--- config.mk ---
export PLATFORM = sky130hd
export DESIGN_NAME = encoder83_evt
export DESIGN_NICKNAME = d
export VERILOG_FILES = /design/src/rtl/encoder83_evt.sv
export SDC_FILE = /design/constraint.sdc
export NUM_CORES = 1
export LEC_CHECK = 0
export ABC_AREA = 1
export CAP_MARGIN = 15
export CORE_UTILIZATION = 59
export DETAILED_ROUTE_END_ITERATION = 16
export DONT_BUFFER_PORTS = 1
export PLACE_DENSITY = 0.75
export SYNTH_ARGS = -nofsm -noshare
export SYNTH_HDL_FRONTEND = slang
export SYNTH_SLANG_ARGS = --single-unit
--- constraint.sdc ---
create_clock -name sys_clk -period 1.2 [get_ports sys_clk]
set_input_delay 0.3 -clock sys_clk [delete_from_list [all_inputs] [get_ports sys_clk]]
set_output_delay 0.3 -clock sys_clk [all_outputs]
set_load 0.1 [all_outputs]
--- src/rtl/encoder83_evt.sv ---
// ---------------------------------------------------------------------------
// encoder83_evt
//
// Captures rising edges on eight event request lines, keeps them in a
// pending set, and delivers them one at a time as 3-bit codes over a
// valid/ready handshake. The highest set index is always delivered first.
//
// Ports
//   sys_clk    in   1  clock, all state changes on the rising edge
//   sys_rst    in   1  synchronous active-high reset
//   in         in   8  raw event request lines, bit i maps to code i
//   out        out  3  registered event code being offered
//   out_valid  out  1  out holds an undelivered event code
//   out_ready  in   1  consumer accepts out when high together with out_valid
//   pending    out  8  captured events not yet delivered
//   overflow   out  1  sticky: a rise arrived on an already-pending bit
// ---------------------------------------------------------------------------
module encoder83_evt (
    input  logic       sys_clk,
    input  logic       sys_rst,
    input  logic [7:0] in,
    output logic [2:0] out,
    output logic       out_valid,
    input  logic       out_ready,
    output logic [7:0] pending,
    output logic       overflow
);

    localparam logic [0:0] IDLE    = 1'b0;
    localparam logic [0:0] PRESENT = 1'b1;

    logic [0:0] state;
    logic [7:0] in_d;
    logic [7:0] rise;
    logic [7:0] rise_q;
    logic [7:0] clr;
    logic [7:0] pending_nxt;
    logic       accept;
    logic [2:0] prio_code;

    // Edge detect is registered once: a rise seen at one edge reaches
    // pending at the following edge, giving a two-edge path from the
    // sampled input to out_valid.
    always_comb begin
        rise = in & ~in_d;
    end

    // NOTE: every combinational output is given a default before any
    // conditional assignment so no path leaves it unassigned (no latch).
    always_comb begin
        accept = 1'b0;
        clr    = 8'h00;
        if (state == PRESENT && out_valid && out_ready) begin
            accept = 1'b1;
            clr    = 8'h01 << out;
        end
        // A rise landing on the bit being cleared keeps it set.
        pending_nxt = (pending & ~clr) | rise_q;
    end

    // Ascending scan, so the last (highest) set bit wins.
    always_comb begin
        prio_code = 3'd0;
        for (int i = 0; i < 8; i++) begin
            if (pending[i]) begin
                prio_code = 3'(i);
            end
        end
    end

    // NOTE: sequential state uses non-blocking assignments so every register
    // samples the pre-edge values, independent of statement order.
    always_ff @(posedge sys_clk) begin
        if (sys_rst) begin
            in_d      <= 8'h00;
            rise_q    <= 8'h00;
            pending   <= 8'h00;
            out       <= 3'b000;
            out_valid <= 1'b0;
            overflow  <= 1'b0;
            state     <= IDLE;
        end else begin
            in_d    <= in;
            rise_q  <= rise;
            pending <= pending_nxt;

            // Re-arrival on a bit that stays pending is merged and flagged;
            // the bit being cleared by this cycle's accept does not count.
            if (|(rise_q & pending & ~clr)) begin
                overflow <= 1'b1;
            end

            case (state)
                IDLE: begin
                    if (pending != 8'h00) begin
                        out       <= prio_code;
                        out_valid <= 1'b1;
                        state     <= PRESENT;
                    end
                end
                PRESENT: begin
                    // out stays frozen until the consumer takes it; the
                    // return to IDLE costs one bubble before the next code.
                    if (accept) begin
                        out_valid <= 1'b0;
                        state     <= IDLE;
                    end
                end
            endcase
        end
    end

endmodule

==> reports/metrics.csv, run 1 <==
stage,metric,value,unit
floorplanning,DIE HEIGHT,46.3,µm
logic_synthesis,Post-Synthesis Cells,153,
place,placed wire-length estimate,1.66,mm
logic_synthesis,sequential element share of the synthesized area,51.9,%
logic_synthesis,Post-Syn Area,0.00116,mm²
clock_network,hold-fix buffers at CTS,0,
floorplanning,Row Count,15,
place,gpl congestion,0.859,
logic_synthesis,main combinational cell family by area after synthesis,simple AND/OR/NAND/NOR gates,
clock_network,H-tree Lvls,2,
clock_network,TritonCTS Buffers,5,
logic_synthesis,xor/xnor share of the synthesized area,0,%
timing,worst_ep kind,register data pin,
grt,largest net degree at the start of global routing,30,
logic_synthesis,Synth Area in Simple Gates,26.6,%
status,status,aborted with a tool error,
clock_network,clock root buffer,clkbuf_4,
floorplanning,die width,46.3,µm
logic_synthesis,Yosys warning total,0,
floorplanning,starting density of the core,64.8,%
status,Stopped at,global routing (5_1_grt),
status,stop err,[ERROR DPL-0033] detailed placement checks failed during check placement.,
logic_synthesis,Syn Area/Cell,7.56,µm²
logic_synthesis,mux cell area share after synthesis,0,%
grt,antenna violations before repair,0,
logic_synthesis,Synth Net Count,164,
logic_synthesis,post-synth cell types,17,
timing,"Worst endpoint, post-GRT repair",overflow$_SDFFE_PP0P_/D,
floorplanning,Ports,24,
logic_synthesis,Synth Area in Adders,0,%
place,I/O Buffers,0,
logic_synthesis,post-synthesis compound-gate area fraction,12.1,%
clock_network,CTS sink cnt,30,
logic_synthesis,#FFs+latches synth,30,
clock_network,clk buf depth,2,
-- per-stage QoR --
stage	cell area [µm²]	utilization (%)	setup slack [ns]	instances
2_1_floorplan	1220	-	-0.00564	153
3_5_place_dp	1350	75.7	0.0344	188
4_1_cts	1650	92.3	-0.0157	207
3_3_place_gp	1350	75.7	0.0953	188
-- what timing repair did --
action | CTS
setup endpoints to repair | 12
setup buffers | 11
gates resized for setup | 36
-- cells in the mapped netlist --
| master | number | area, µm² |
|---|---|---|
| dfxtp_1 | 30 | 601 |
| nor2_1 | 28 | 105 |
| inv_1 | 23 | 86.3 |
| nand2_1 | 21 | 78.8 |
| a21oi_1 | 12 | 60.1 |
| nor3_1 | 10 | 50.1 |
| o21ai_0 | 7 | 35.0 |
| nand3_1 | 6 | 30.0 |
| o21bai_1 | 4 | 30.0 |
| buf_2 | 2 | 10.0 |
| inv_2 | 2 | 7.51 |
| nand3_2 | 2 | 20.0 |
| nor2_2 | 2 | 12.5 |
| a211oi_1 | 1 | 7.51 |
| a21o_1 | 1 | 7.51 |
| clkbuf_1 | 1 | 3.75 |
| nor2_4 | 1 | 11.3 |
-- cells by family after synthesis --
family,after synthesis
buffers and inverters,28
AO/OA/AOI/OAI,25
AND/OR/NAND/NOR,70
flip-flops,30
==> inputs of run 2 (changes only) <==
CORE_AREA = 2 2 63 65   (was unset)
CORE_UTILIZATION = unset   (was 59)
DIE_AREA = 0 0 65 67   (was unset)
PLACE_DENSITY = unset   (was 0.75)
PLACE_DENSITY_LB_ADDON = 0.15   (was unset)
==> reports/metrics.csv, run 2 <==
stage,metric,value,unit,change
status,status,"complete, no violations",,
timing,setup TNS,0,ns,
clock_network,clk buf depth,2,,unchanged
detailed_routing,1st-pass router iterations,4,,
grt,grt ovf,0,,
logic_synthesis,commonest cells in the netlist,"30 x dfxtp_1, 28 x nor2_1, 23 x inv_1",,
worst_setup_path,Slowest cell on crit path,dfxtp_4,,
logic_synthesis,fraction of registers with async set/reset,0,%,unchanged
cells_and_area,"commonest non-fill, non-tap cells in the layout","25 x nor2_1, 19 x inv_1, 19 x nand2_1",,
grt,vias in the first global route,936,,
cells_and_area,final instance area,0.00159,mm²,
detailed_routing,Avg WL per Cell,10.7,µm,
logic_synthesis,post-synth top area share,51.9,%,unchanged
timing,Worst Max-Slew Pin Slew,0.199,ns,
worst_setup_path,worst path arrival time,0.87,ns,
place,placed standard-cell area,0.00138,mm²,+2.1%
floorplanning,die width,65,µm,+40%
worst_setup_path,startpoint types,register,,
worst_setup_path,max incr delay on CP,0.41,ns,
logic_synthesis,"count leader, synth",dfxtp_1,,
floorplanning,starting density of the core,32.1,%,-33 points
cells_and_area,"most common cell after layout, fill and taps aside",nor2_1,,
timing,final hold vios,0,,
grt,first-pass GRT wire length,4.19,mm,
timing,Post-Route Skew,0.00440,ns,
floorplanning,Die Outline Area,0.00436,mm²,
detailed_routing,routed wire length,2.35,mm,
logic_synthesis,xor/xnor share of the synthesized area,0,%,unchanged
cells_and_area,layout cells sized above 1,28.7,%,
timing,f_max,852,MHz,
logic_synthesis,Syn Area/Cell,7.56,µm²,unchanged
place,placed wire-length estimate,1.76,mm,+6.3%
power,pwr dens,1670,mW/mm²,
hold_path,worst hold path type,in2reg,,
clock_network,worst skew pair latency,0.28,ns,
detailed_routing,DR vias/cell,4.53,,
timing,final setup fails,0,,
floorplanning,Ports,24,,unchanged
worst_setup_path,CP Depth,1,,
logic_synthesis,mux cell area share after synthesis,0,%,unchanged
grt,largest net degree at the start of global routing,30,,
clock_network,hold-fix buffers at CTS,0,,unchanged
run,max_cap viols,0,,
logic_synthesis,Post-Syn Area,0.00116,mm²,unchanged
floorplanning,Row Count,22,,+7
logic_synthesis,Synth Area in Simple Gates,26.6,%,unchanged
logic_synthesis,Synth Net Count,164,,unchanged
place,I/O Buffers,0,,unchanged
logic_synthesis,Synth Area in Adders,0,%,unchanged
floorplanning,Core Area,0.00361,mm²,
logic_synthesis,"top cells by area, synth","dfxtp_1 52%, nor2_1 9.1%, inv_1 7.5%",,
logic_synthesis,Post-Synthesis Cells,153,,unchanged
logic_synthesis,post-synthesis compound-gate area fraction,12.1,%,unchanged
worst_setup_path,Crit Path Max Fanout,8,,
cells_and_area,# nets final,181,,
worst_setup_path,Critical Path End Type,primary output,,
logic_synthesis,sequential element share of the synthesized area,51.9,%,unchanged
logic_synthesis,post-synth cell types,17,,unchanged
clock_network,clock root buffer,clkbuf_8,,
logic_synthesis,main combinational cell family by area after synthesis,simple AND/OR/NAND/NOR gates,,
grt,antenna violations before repair,0,,
hold_path,hold path depth,1,,
clock_network,H-tree Lvls,2,,unchanged
cells_and_area,biggest regs,"in_d: 8 flops, pending: 8 flops, rise_q: 8 flops",,
worst_setup_path,Required @ worst endpoint,0.90,ns,
cells_and_area,Syn-to-layout area delta,37.3,%,
logic_synthesis,post-synth top area cell,dfxtp_1,,
power,P_leak,0.677,nW,
timing,Final Max Tran Viols,0,,
clock_network,TritonCTS Buffers,5,,unchanged
floorplanning,DIE HEIGHT,67,µm,+45%
logic_synthesis,Main synth FF type,dfxtp_1,,
timing,fin crit share,97.9,%,
detailed_routing,DRC violations left,0,,
grt,GRT Total Usage,13.2,%,
power,VDD IR max,0.845,mV,
timing,min Tclk post-route,1.17,ns,
worst_setup_path,CP Cell Sequence,buf_12,,
place,gpl congestion,0.799,,-6.9%
timing,Final Hold Slack,0.0784,ns,
worst_setup_path,critical path class,reg2out,,
clock_network,CTS tree,built,,
detailed_routing,post-route ant nets,0,,
detailed_routing,total number of vias,992,,
logic_synthesis,"EDFF count, synth",0,,unchanged
logic_synthesis,#FFs+latches synth,30,,unchanged
worst_setup_path,R2R cell count,6,,
power,total power,2.66,mW,
timing,RSZ-0062 raised after global routing,yes,,
cells_and_area,n_diodes,0,,
timing,Max transition margin,86.6,%,
logic_synthesis,Yosys warning total,0,,unchanged
worst_setup_path,CP bufs+invs,1,,
detailed_routing,1st-iter DRT viols,26,,
worst_setup_path,CP top delay family,flip-flops,,
clock_network,clock transition at the registers of the reported paths,0.06,ns,
clock_network,postcts setup bufs,0,,-11
clock_network,CTS sink cnt,30,,unchanged
-- run 2: cell counts after synthesis --
Identical to the previous run, type by type.
-- run 2: area by class of cell --
class	count	area (µm²)
Tap cell	48	60.1
Multi-Input combinational cell	95	478
Fill cell	372	2020
Sequential cell	30	648
Timing Repair Buffer	13	218
Inverter	25	93.8
Clock buffer	8	90.1
-- run 2: repair_timing --
action | in CTS | in global routing
endpoints found under the setup margin | 12 | 12
resized for setup | 16 | 16
pin swaps | 0 | 5
-- run 2: layer usage --
metal  track usage, %  vias up  share of wire, %
met1             15.2      454                44
met3             6.25        5               4.7
met4             7.18        0               2.1
met2             20.4       16                49
li1                 -      517                 -
met5                0        -                 0
-- run 2: through the flow --
step                utilization [%]  std cells  setup slack, ns
finish                         44.0        219           0.0257
global route                   44.0        219          -0.0214
CTS                            42.4        219          0.00325
floorplan                         -        153         -0.00564
global placement               38.2        211           0.0525
detailed placement             38.2        211           0.0448
-- run 2: logic make-up (layout without fill, tap and decap cells) --
family	after synthesis	after routing
simple gates	70	70
compound gates	25	25
buf+inv	28	46
flops	30	30
-- run 2: worst paths after layout --
path | from | end | slack, ns
max | out[0] | out[0] | 0.03
min | sys_rst | overflow | 0.08
max reg2reg | pending[3] | out[1] | 0.08
min reg2reg | in_d[1] | rise_q[1] | 0.38
-- run 2: report_power, final --
group | switching [mW] | internal, mW | leakage [nW]
logic | 0.442 | 0.221 | 0.375
registers | 0.108 | 1.08 | 0.257
clock network | 0.343 | 0.466 | 0.0455
total | 0.893 | 1.76 | 0.677
(Power assumes the default switching activity.)
==> inputs of run 3 (changes only) <==
ABC_CLOCK_PERIOD_IN_PS = 1200   (was unset)
PLACE_DENSITY = 0.48   (was unset)
PLACE_DENSITY_LB_ADDON = unset   (was 0.15)
==> reports/metrics.csv, run 3 (synthesized netlist as in run 2, its figures left out) <==
stage,metric,value,unit,change
clock_network,CTS tree,built,,
grt,GRT Total Usage,12.8,%,-0.41 points
timing,setup TNS,0,ns,unchanged
worst_setup_path,critical path class,reg2out,,
clock_network,TritonCTS Buffers,5,,unchanged
power,VDD IR max,0.835,mV,-1.2%
worst_setup_path,Crit Path Max Fanout,8,,unchanged
clock_network,hold-fix buffers at CTS,0,,unchanged
timing,final hold vios,0,,unchanged
detailed_routing,DR vias/cell,4.52,,-0.20%
grt,vias in the first global route,922,,-1.5%
detailed_routing,1st-iter DRT viols,29,,+12%
place,placed cell count,211,,unchanged
cells_and_area,n_diodes,0,,unchanged
place,placed wire-length estimate,1.79,mm,+1.4%
floorplanning,Ports,24,,unchanged
clock_network,CTS sink cnt,30,,unchanged
hold_path,worst hold path type,in2reg,,
clock_network,clock root buffer,clkbuf_8,,
cells_and_area,# fillers,369,,-0.81%
detailed_routing,1st-pass router iterations,4,,unchanged
worst_setup_path,Critical Path End Type,primary output,,
timing,Final Hold Slack,0.0768,ns,-0.00162 ns
worst_setup_path,CP bufs+invs,1,,unchanged
cells_and_area,"commonest non-fill, non-tap cells in the layout","25 x nor2_1, 20 x inv_1, 19 x nand2_1",,
floorplanning,Core Area,0.00361,mm²,unchanged
cells_and_area,sequential cell area,648,µm²,unchanged
cells_and_area,final instance area,0.00158,mm²,-0.24%
cells_and_area,Syn-to-layout area delta,37.0,%,
timing,f_max,849,MHz,-0.33%
floorplanning,DIE HEIGHT,67,µm,unchanged
detailed_routing,Metal-1 WL,1.06,mm,+1.9%
floorplanning,die width,65,µm,unchanged
timing,Worst Max-Slew Pin Slew,0.228,ns,+0.0288 ns
timing,Max transition margin,84.7,%,-1.9 points
detailed_routing,Avg WL per Cell,10.9,µm,+1.5%
floorplanning,Die Outline Area,0.00436,mm²,unchanged
power,P_leak,0.679,nW,+0.26%
detailed_routing,DRC violations left,0,,unchanged
grt,grt ovf,0,,unchanged
cells_and_area,layout cells sized above 1,28.7,%,unchanged
place,I/O Buffers,0,,unchanged
cells_and_area,"most common cell after layout, fill and taps aside",nor2_1,,
grt,first-pass GRT wire length,4.02,mm,-4.1%
cells_and_area,biggest regs,"in_d: 8 flops, pending: 8 flops, rise_q: 8 flops",,
detailed_routing,wire length on met3,122,µm,+11%
timing,final setup fails,0,,unchanged
timing,fin crit share,98.2,%,+0.33 points
clock_network,clk buf depth,2,,unchanged
timing,worst setup margin,0.0218,ns,-0.00391 ns
status,status,"complete, no violations",,
clock_network,clock transition at the registers of the reported paths,0.06,ns,about the same
detailed_routing,WL met2,1.18,mm,+2.9%
floorplanning,starting density of the core,32.1,%,unchanged
timing,min Tclk post-route,1.18,ns,+0.00391 ns
detailed_routing,post-route ant nets,0,,unchanged
clock_network,worst skew pair latency,0.28,ns,about the same
clock_network,H-tree Lvls,2,,unchanged
worst_setup_path,max incr delay on CP,0.41,ns,about the same
cells_and_area,# nets final,181,,unchanged
floorplanning,Row Count,22,,unchanged
detailed_routing,total number of vias,990,,-0.20%
worst_setup_path,CP Cell Sequence,buf_12,,
place,placed standard-cell area,0.00138,mm²,unchanged
timing,Post-Route Skew,0.00458,ns,+0.000181 ns
worst_setup_path,worst path arrival time,0.88,ns,about the same
grt,largest net degree at the start of global routing,30,,unchanged
timing,Final Max Tran Viols,0,,unchanged
power,pwr dens,1680,mW/mm²,+0.39%
place,DP Worst Slack,0.0420,ns,-0.00273 ns
run,max_cap viols,0,,unchanged
place,gpl congestion,0.834,,+4.4%
worst_setup_path,startpoint types,register,,
cells_and_area,Final Instance Count excl. Fillers,219,,unchanged
detailed_routing,routed wire length,2.38,mm,+1.5%
timing,RSZ-0062 raised after global routing,yes,,
worst_setup_path,Slowest cell on crit path,dfxtp_4,,
worst_setup_path,CP top delay family,flip-flops,,
worst_setup_path,Required @ worst endpoint,0.90,ns,about the same
cells_and_area,area of the multi-input gates,478,µm²,unchanged
detailed_routing,max layer used,met4,,
grt,antenna violations before repair,0,,unchanged
==> run 3: where the power goes <==
| part | switching [mW] | internal [mW] | total, mW |
|---|---|---|---|
| clock | 0.356 | 0.461 | 0.817 |
| combinational | 0.443 | 0.218 | 0.661 |
| sequential | 0.107 | 1.08 | 1.18 |
| total | 0.905 | 1.76 | 2.66 |
==> run 3: layout make-up <==
cell class / count / share of cell area [%]
flip-flops and latches: 30 / 40.9
clock buffers: 7 / 5.45
multi-input cells: 95 / 30.2
inverters: 25 / 5.92
repair buffers: 13 / 13.4
clock inverters: 1 / 0.316
well taps: 48 / 3.79
==> run 3: routing by layer <==
layer  track usage, %  up-vias
li1                 -      513
met1             15.2      456
met2             18.7       19
met3             5.57        2
met4             8.51        0
met5                0        -
==> run 3: final timing paths <==
kind / from / end / slack (ns) / cells past startpoint
worst min register to register: in_d[1] / rise_q[1] / 0.39 / 1
worst max-delay path: out[0] / out[0] / 0.02 / 1
worst max register to register: pending[1] / out[0] / 0.08 / 6
worst min-delay path: sys_rst / pending[0] / 0.08 / 1
==> run 3: through the flow <==
step	total power, mW	util (%)
after floorplan	1.65	-
after CTS	2.66	42.6
after global routing	2.81	43.9
after global placement	1.77	38.2
after detailed placement	1.77	38.2
final	2.66	43.9
==> run 3: what timing repair did <==
| action | CTS | global route |
|---|---|---|
| pin swaps | 0 | 2 |
| endpoints found under the setup margin | 12 | 13 |
| resized for setup | 17 | 13 |
| buffers inserted | 0 | 0 |
==> inputs of run 4 (changes only) <==
GPL_ROUTABILITY_DRIVEN = 0   (was unset)
==> results of run 4 <==
The final DEF is identical to that of run 3; final timing and power are the same.
